[src/rtl/dvi_pixel_feeder_pkg.sv]
// Shared graphics definitions: pixel/word widths and DVI word packing helpers.
package dvi_pixel_feeder_pkg;

    localparam int PIXEL_W = 24;
    localparam int WORD_W  = 64;

    // Two-pixel DVI word: pixel0 lands in the upper half (offset 0), pixel1 in the lower.
    function automatic logic [WORD_W-1:0] pack_word(input logic [PIXEL_W-1:0] p0,
                                                    input logic [PIXEL_W-1:0] p1);
        return {8'h00, p0, 8'h00, p1};
    endfunction

    // Word shown when nothing valid is held: the fill colour in both slots.
    function automatic logic [WORD_W-1:0] fill_word(input logic [PIXEL_W-1:0] color);
        return pack_word(color, color);
    endfunction

endpackage

[src/rtl/dvi_word_fifo.sv]
// DEPTH x 64-bit synchronous FIFO with show-ahead read data, count, full and empty.
module dvi_word_fifo
    import dvi_pixel_feeder_pkg::*;
#(
    parameter int DEPTH = 16
) (
    input  logic                     clock,
    input  logic                     reset,
    input  logic                     push_i,
    input  logic [WORD_W-1:0]        push_data_i,
    input  logic                     pop_i,
    output logic [WORD_W-1:0]        pop_data_o,
    output logic [$clog2(DEPTH):0]   count_o,
    output logic                     full_o,
    output logic                     empty_o
);

    localparam int AW = $clog2(DEPTH);
    localparam logic [AW:0] FULL_CNT = (AW+1)'(DEPTH);

    logic [AW-1:0]     wr_ptr_q, wr_ptr_d;
    logic [AW-1:0]     rd_ptr_q, rd_ptr_d;
    logic [AW:0]       count_q, count_d;
    logic [WORD_W-1:0] mem_q [DEPTH];
    logic              push_en;
    logic              pop_en;

    assign full_o     = (count_q == FULL_CNT);
    assign empty_o    = (count_q == '0);
    assign count_o    = count_q;
    assign pop_data_o = mem_q[rd_ptr_q];
    assign push_en    = push_i && !full_o;
    assign pop_en     = pop_i && !empty_o;

    // Next pointers wrap naturally because DEPTH is a power of two.
    always_comb begin
        wr_ptr_d = wr_ptr_q;
        rd_ptr_d = rd_ptr_q;
        count_d  = count_q;
        if (push_en) wr_ptr_d = wr_ptr_q + 1'b1;
        if (pop_en)  rd_ptr_d = rd_ptr_q + 1'b1;
        if (push_en && !pop_en)      count_d = count_q + 1'b1;
        else if (!push_en && pop_en) count_d = count_q - 1'b1;
    end

    // Control state: pointers and occupancy.
    always_ff @(posedge clock or posedge reset) begin
        if (reset) begin
            wr_ptr_q <= '0;
            rd_ptr_q <= '0;
            count_q  <= '0;
        end else begin
            wr_ptr_q <= wr_ptr_d;
            rd_ptr_q <= rd_ptr_d;
            count_q  <= count_d;
        end
    end

    // Storage array; contents are don't-care until written, so no reset.
    always_ff @(posedge clock) begin
        if (push_en) mem_q[wr_ptr_q] <= push_data_i;
    end

endmodule

[src/rtl/dvi_pixel_feeder.sv]
// Packs 24-bit pixels in pairs into 64-bit DVI words, buffers them and presents
// a show-ahead word that advances on each DVI request.
module dvi_pixel_feeder
    import dvi_pixel_feeder_pkg::*;
#(
    parameter int                 DEPTH      = 16,
    parameter logic [PIXEL_W-1:0] FILL_COLOR = 24'h000000
) (
    input  logic                     clock,
    input  logic                     reset,
    input  logic                     pix_valid,
    input  logic [PIXEL_W-1:0]       pix_data,
    output logic                     pix_ready,
    input  logic                     request,
    output logic [WORD_W-1:0]        data,
    output logic [$clog2(DEPTH)+1:0] level,
    output logic                     underflow,
    input  logic                     clear_underflow
);

    localparam int                LW     = $clog2(DEPTH) + 2;
    localparam logic [WORD_W-1:0] FILL_W = fill_word(FILL_COLOR);

    logic                     half_q, half_d;
    logic [PIXEL_W-1:0]       hi_q, hi_d;
    logic [WORD_W-1:0]        data_q, data_d;
    logic                     out_valid_q, out_valid_d;
    logic                     underflow_q, underflow_d;

    logic                     handshake;
    logic                     fifo_push;
    logic                     fifo_pop;
    logic [WORD_W-1:0]        fifo_rdata;
    logic [$clog2(DEPTH):0]   fifo_count;
    logic                     fifo_full;
    logic                     fifo_empty;

    // Second pixel of a pair only goes in when the FIFO has room right now.
    assign pix_ready = !half_q || !fifo_full;
    assign handshake = pix_valid && pix_ready;

    dvi_word_fifo #(
        .DEPTH (DEPTH)
    ) u_fifo (
        .clock       (clock),
        .reset       (reset),
        .push_i      (fifo_push),
        .push_data_i (pack_word(hi_q, pix_data)),
        .pop_i       (fifo_pop),
        .pop_data_o  (fifo_rdata),
        .count_o     (fifo_count),
        .full_o      (fifo_full),
        .empty_o     (fifo_empty)
    );

    // Packer: hold the first pixel, push the pair when its partner arrives.
    always_comb begin
        half_d    = half_q;
        hi_d      = hi_q;
        fifo_push = 1'b0;
        if (handshake) begin
            if (!half_q) begin
                hi_d   = pix_data;
                half_d = 1'b1;
            end else begin
                fifo_push = 1'b1;
                half_d    = 1'b0;
            end
        end
    end

    // Output stage and underflow tracking, evaluated in priority order.
    always_comb begin
        data_d      = data_q;
        out_valid_d = out_valid_q;
        underflow_d = underflow_q;
        fifo_pop    = 1'b0;
        if (clear_underflow) underflow_d = 1'b0;
        if (request) begin
            if (out_valid_q) begin
                if (!fifo_empty) begin
                    fifo_pop = 1'b1;
                    data_d   = fifo_rdata;
                end else begin
                    data_d      = FILL_W;
                    out_valid_d = 1'b0;
                end
            end else begin
                // Set wins over a coincident clear.
                underflow_d = 1'b1;
            end
        end else if (!out_valid_q && !fifo_empty) begin
            fifo_pop    = 1'b1;
            data_d      = fifo_rdata;
            out_valid_d = 1'b1;
        end
    end

    // Control and output registers; reset discards any half pair and the held word.
    always_ff @(posedge clock or posedge reset) begin
        if (reset) begin
            half_q      <= 1'b0;
            data_q      <= FILL_W;
            out_valid_q <= 1'b0;
            underflow_q <= 1'b0;
        end else begin
            half_q      <= half_d;
            data_q      <= data_d;
            out_valid_q <= out_valid_d;
            underflow_q <= underflow_d;
        end
    end

    // First-pixel holding register; only meaningful while half_q is set.
    always_ff @(posedge clock) begin
        hi_q <= hi_d;
    end

    assign data      = data_q;
    assign underflow = underflow_q;
    assign level     = {1'b0, fifo_count} + {{(LW-1){1'b0}}, out_valid_q};

endmodule
[config.mk]
export PLATFORM = sky130hd
export DESIGN_NAME = dvi_pixel_feeder
export DESIGN_NICKNAME = d
export VERILOG_FILES = /design/src/rtl/dvi_pixel_feeder_pkg.sv /design/src/rtl/dvi_word_fifo.sv /design/src/rtl/dvi_pixel_feeder.sv
export SDC_FILE = /design/constraint.sdc
export NUM_CORES = 1
export LEC_CHECK = 0
export CAP_MARGIN = 0
export CORE_MARGIN = 10
export CORE_UTILIZATION = 55
export DETAILED_ROUTE_END_ITERATION = 6
export GPL_TIMING_DRIVEN = 0
export HOLD_SLACK_MARGIN = 0.1
export PLACE_DENSITY_LB_ADDON = 0.08
export SYNTH_ARGS = -nofsm -noshare
export SYNTH_HDL_FRONTEND = slang
export SYNTH_SLANG_ARGS = --single-unit
[constraint.sdc]
create_clock -name clock -period 7.5 [get_ports clock]
set_clock_uncertainty 0.15 [all_clocks]
set_input_delay 1.875 -clock clock [delete_from_list [all_inputs] [get_ports clock]]
set_output_delay 1.875 -clock clock [all_outputs]
set_load 0.02 [all_outputs]
==> flow_summary.ini, run 1 <==
[timing]
rsz0062_at_grt = false
timing.fmax_mhz = 202
final_hold_viol_count = 0
fin_crit_ns = 4.96
relSlewSlack = 0.172
worst_pin_slew_ns = 1.23
fin_setup_tns_ns = 0
drv_slew = 0
finalCritPeriodShare = 0.661
setup_viol = 0

[clock_network]
cts_made_buffers = 86
cts.sinks = 856
insertion_delay_ns = 0.64
ctsResizeCount = 0
postCtsSetupBuffers = 0
tritoncts = done
clockBufferDepth = 3
hold_buffers = 0
clk_pin_slew_ns = 0.06
root_buffer = clkbuf_16
cts-htree-levels = 3

[global_route]
grt_usage = 0.239
grt_pass1_wl_um = 122000
grt_pass1_vias = 17871
grt.overflow.total = 0
antenna_found_initial = 4
grt_start_max_net_pins = 51

[die]
die_w_um = 266
start_util = 0.553
die-area_um2 = 70600
core_um2 = 60100
ios = 101
rows = 90
die_h_um = 266

[final_layout]
final_cell_mix = 792 x edfxtp_1, 130 x mux4_2, 98 x nor2_1
utilization = 0.648
instances_no_fill = 2810
areaGrowthSynthToFinish_pct = 17.3
final_common_cell = edfxtp_1
final_nets = 1999
drive_gt1_frac = 0.214

[yosys]
ys.warnings.count = 0
ys_types = 39
synthCells = 1719
ys_ff_latch = 856
yosysSeqAreaShare = 0.764
netlist_area_um2 = 33200
post_synth.cell_area_avg_um2 = 19.3

[setup_path]
reg2reg_slack_ns = 3.82
reg2reg_to = u_fifo.mem_q[2][7]
crit_type = in -> reg
worst-path-max-fanout = 10
r2r_cells = 7
critPathArrivalTime_ns = 5.37
startpoint_type = primary input
cp-end-kind = register
cp.required_ns = 7.91
reg2reg_from = u_fifo.count_o[2]

[placed_design]
dp_hpwl_um = 54200
io_buffers = 83
gp_congestion = 0.762
dp.cells = 2651

[hold_path]
min_from = data[13]
worstHoldEndpoint = data[13]
min_path_cells = 1
min_path_type = reg -> reg

[route]
vias = 17508
postRouteAntennaNets = 0
drtIter0Drc = 2140
wl_per_cell_um = 29.7
drt_pre_antenna_iters = 5
drc_errors = 0
wl_um = 83400
avgViaCountPerCell = 6.23

[flow_run]
cap_violations = 0

[outcome]
status = finished, final reports clean

[power]
ir_drop_uv = 233
leakagePower_nw = 12.9
p_per_area_nw_per_um2 = 383
Yosys cell counts:
library cell / instances / area, µm²
buf_6: 2 / 22.5
a2111oi_0: 31 / 272
edfxtp_1: 792 / 23800
buf_2: 26 / 130
nor3_1: 5 / 25.0
o221ai_1: 32 / 280
xnor2_1: 11 / 96.3
a2bb2oi_1: 1 / 8.76
inv_1: 10 / 37.5
ha_1: 12 / 150
xor2_1: 2 / 17.5
o21a_1: 1 / 7.51
or4_1: 1 / 7.51
conb_1: 1 / 3.75
nand4_1: 3 / 18.8
or3_1: 1 / 6.26
nor4_2: 1 / 12.5
nand3_1: 35 / 175
a21o_1: 16 / 120
buf_1: 16 / 60.1
o22ai_1: 46 / 288
nand2_1: 18 / 67.6
mux2_2: 62 / 698
nand3b_1: 31 / 233
mux4_2: 130 / 2930
a211oi_1: 32 / 240
or4b_1: 1 / 10.0
a21boi_0: 1 / 7.51
and2_1: 2 / 12.5
o21ai_0: 38 / 190
nor2b_1: 34 / 213
dfrtp_1: 64 / 1600
clkbuf_1: 55 / 206
nor2_1: 110 / 413
fa_1: 1 / 20.0
mux2i_1: 65 / 651
a21oi_1: 4 / 20.0
nand2b_1: 3 / 18.8
buf_4: 23 / 173
logic make-up (layout without fill, tap and decap cells):
kind of cell / count (synthesis) / after routing / share of synthesized area
AOI/OAI and AO/OA: 202 / 202 / 0.0432
xor gates and xnor gates: 13 / 13 / 0.00343
adders and majority gates: 13 / 13 / 0.00512
buffers and inverters: 132 / 425 / 0.0189
DFF: 856 / 856 / 0.764
muxes: 257 / 257 / 0.129
other: 1 / 17 / 0.000113
and+or+nand+nor: 245 / 245 / 0.0365
worst max path at each step:
stage	from	endpoint	slack (ns)	depth (start not counted)
after global placement	pix_valid	u_fifo.mem_q[3][5]	-4.31	5
after global routing	request	u_fifo.count_o[4]	2.37	12
after floorplan	pix_valid	u_fifo.mem_q[3][0]	0.94	4
after CTS	request	u_fifo.count_o[4]	2.55	12
after detailed placement	request	u_fifo.count_o[4]	1.90	12
final	request	u_fifo.count_o[4]	2.54	12
report_power, final:
| group | total, mW | internal [mW] | leakage, nW | switching [mW] |
|---|---|---|---|---|
| clock network | 4.36 | 2.59 | 1.38 | 1.77 |
| registers | 6.00 | 5.74 | 7.92 | 0.262 |
| logic | 4.55 | 1.85 | 3.55 | 2.70 |
| total | 14.9 | 10.2 | 12.9 | 4.74 |
per-stage QoR:
stage / area (µm²) / power [mW] / worst slack, ns / hold slack [ns]
floorplan: 33300 / 8.85 / 0.938 / 0.356
global placement: 35100 / 10.5 / -4.31 / 0.308
detailed placement: 36100 / 10.7 / 1.90 / 0.315
CTS: 39000 / 15.0 / 2.55 / 0.329
global route: 39000 / 15.5 / 2.37 / 0.353
finish: 39000 / 14.9 / 2.54 / 0.325
sequential cells by signal (all words and copies together), names as in the netlist:
signal           count
half_q               1
u_fifo.rd_ptr_q      4
out_valid_q          1
u_fifo.count_o       5
hi_q                24
u_fifo.mem_q       768
u_fifo.wr_ptr_q      4
underflow            1
data                48
routing by layer:
layer | GRT usage | wire length, µm
met1 | 0.329 | 34400
met2 | 0.384 | 40700
met3 | 0.0447 | 5910
met4 | 0.0738 | 2400
met5 | 0 | 41
critical path: stages:
cell and delay, ns:
clkbuf_1 0.54, nor2b_1 0.88, nor3_1 0.22, inv_1 0.25, ha_1 0.26, inv_1 0.11
ha_1 0.29, nor2b_1 0.13, o21a_1 0.18, or3_1 0.30, a21oi_1 0.18, xnor2_1 0.13
area by class of cell:
type / count / area (µm²)
clock inverters: 44 / 504
inverters: 10 / 40.0
well taps: 782 / 978
repair buffers: 135 / 1710
diodes: 1 / 2.50
plain buffers: 122 / 592
clock buffers: 114 / 2360
multi-input cells: 746 / 7390
fillers: 4126 / 21200
flip-flops and latches: 856 / 25400
(Power assumes the default switching activity.)
==> run 2, diff against run 1 <==
==> constraint.sdc (replaced) <==
create_clock -name clock -period 4.54 [get_ports clock]
set_clock_uncertainty 0.15 [all_clocks]
set_input_delay 1.135 -clock clock [delete_from_list [all_inputs] [get_ports clock]]
set_output_delay 1.135 -clock clock [all_outputs]
set_load 0.02 [all_outputs]
==> flow_summary.ini, run 2 (synthesis gave the netlist of run 1 again) <==
[setup_path]
crit_type = in -> reg
slowest_stage = nor2b_1
slowest_delay_ns = 0.88
cp.required_ns = 4.93
critPathArrivalTime_ns = 4.66
reg2reg_from = out_valid_q
cp-startpoint = request
startpoint_type = primary input
cp-end-kind = register
crit_chain = clkbuf_1 -> nor2b_1 -> nor3_1 -> inv_1 -> ha_1 -> inv_1 -> ha_1 -> nor2b_1 -> o21a_1 -> or3_1 -> a21oi_1 -> xnor2_1
worst-path-max-fanout = 10

[die]
core_um2 = 60100
die_w_um = 266
rows = 90
die-area_um2 = 70600
ios = 101
start_util = 0.553
die_h_um = 266

[clock_network]
hold_buffers = 0
ctsResizeCount = 0
clockBufferDepth = 3
postCtsSetupBuffers = 0
insertion_delay_ns = 0.64
cts.sinks = 856
tritoncts = done
root_buffer = clkbuf_16
clk_pin_slew_ns = 0.06
cts-htree-levels = 3
cts_made_buffers = 86

[power]
internal_power_mw = 16.6
ir_drop_uv = 395
p_per_area_nw_per_um2 = 628
swShare = 0.321
leakagePower_nw = 12.8
combPwrFrac = 0.309
p_seq_frac = 0.404
p_switching_mw = 7.88
clkPwrFrac = 0.286

[hold_path]
min_from = data[7]
min_path_type = reg -> reg

[global_route]
grt_usage = 0.238
grt_pass1_vias = 17760
grt_start_max_net_pins = 51
grt_pass1_wl_um = 121000
antenna_found_initial = 2
grt.overflow.total = 0

[timing]
relSlewSlack = 0.145
timing.fmax_mhz = 234
hold_ws_ns = 0.325
finalCritPeriodShare = 0.941
setup_ws_ns = 0.267
rsz0062_at_grt = false
setup_viol = 0
drv_slew = 0
worst_pin_slew_ns = 1.28
fin_crit_ns = 4.27
final_hold_viol_count = 0

[final_layout]
multi_input_area_um2 = 7410
num-fill-cells = 4130
drive_gt1_frac = 0.214
largest_reg_flops = 768
final_cell_mix = 792 x edfxtp_1, 130 x mux4_2, 98 x nor2_1
final_common_cell = edfxtp_1
register_area_um2 = 25400
areaGrowthSynthToFinish_pct = 17.5
largest-register = u_fifo.mem_q
n_antenna_cell = 0
final_nets = 1991

[route]
drc_errors = 0
wl_per_cell_um = 29.9
postRouteAntennaNets = 0
drt_pre_antenna_iters = 5
avgViaCountPerCell = 6.25
drtIter0Drc = 1871
wl_um = 83700
vias = 17513

[outcome]
status = finished, final reports clean

[placed_design]
io_buffers = 83
dp_hpwl_um = 54500
place_ws_ns = -0.334
gp_congestion = 0.782

[flow_run]
cap_violations = 0
-- run 2: area by class of cell --
type	instances	share of cell area
clock buffers	115	0.0605
well taps	782	0.0251
clock inverters	45	0.0109
repair buffers	127	0.0471
inverters	10	0.00103
flip-flops and latches	856	0.650
plain buffers	122	0.0152
multi-input cells	746	0.190
-- run 2: worst paths after layout --
kind                                     end  slack, ns  cells past startpoint
setup / recovery           u_fifo.count_o[4]       0.27                     12
setup reg to reg           u_fifo.count_o[4]       0.89                     11
min in group asynchronous           data[43]       0.66                      2
max in group asynchronous            data[7]       2.93                      3
hold / removal                       data[7]       0.33                      1
hold reg to reg                      data[7]       0.33                      1
-- run 2: critical path: cells and delay by family --
kind	cells	cell delay (ns)
buffers and inverters	3	0.90
adder cells (fa/ha/maj)	2	0.55
XOR/XNOR	1	0.14
AO/OA/AOI/OAI	2	0.38
AND/OR/NAND/NOR	4	1.53
-- run 2: layer usage --
| layer | global-route usage | vias to the layer above | wire length [µm] |
|---|---|---|---|
| li1 | - | 7433 | - |
| met1 | 0.324 | 9261 | 34700 |
| met2 | 0.385 | 674 | 41100 |
| met3 | 0.0472 | 141 | 5690 |
| met4 | 0.0715 | 4 | 2270 |
| met5 | 0 | - | 23 |
-- run 2: stage by stage --
step           total power, mW  utilization  instances  setup TNS, ns  cell area, µm²
2_1_floorplan             14.6            -       1734              0           33300
3_3_place_gp              17.4        0.584       2599       -2507.57           35100
3_5_place_dp              17.7        0.603       2643         -0.334           36200
4_1_cts                   24.6        0.649       2803              0           39000
5_1_grt                   25.4        0.649       2803              0           39000
6_report                  24.5        0.649       2803              0           39000
-- run 2: power by group through the flow --
stage | sequential (mW) | combinational [mW] | clock, mW
floorplan | 10.2 | 4.42 | 0
global placement | 10.1 | 7.27 | 0
detailed placement | 10.1 | 7.62 | 0
CTS | 9.90 | 7.65 | 7.09
global route | 9.98 | 8.04 | 7.41
finish | 9.91 | 7.58 | 7.01
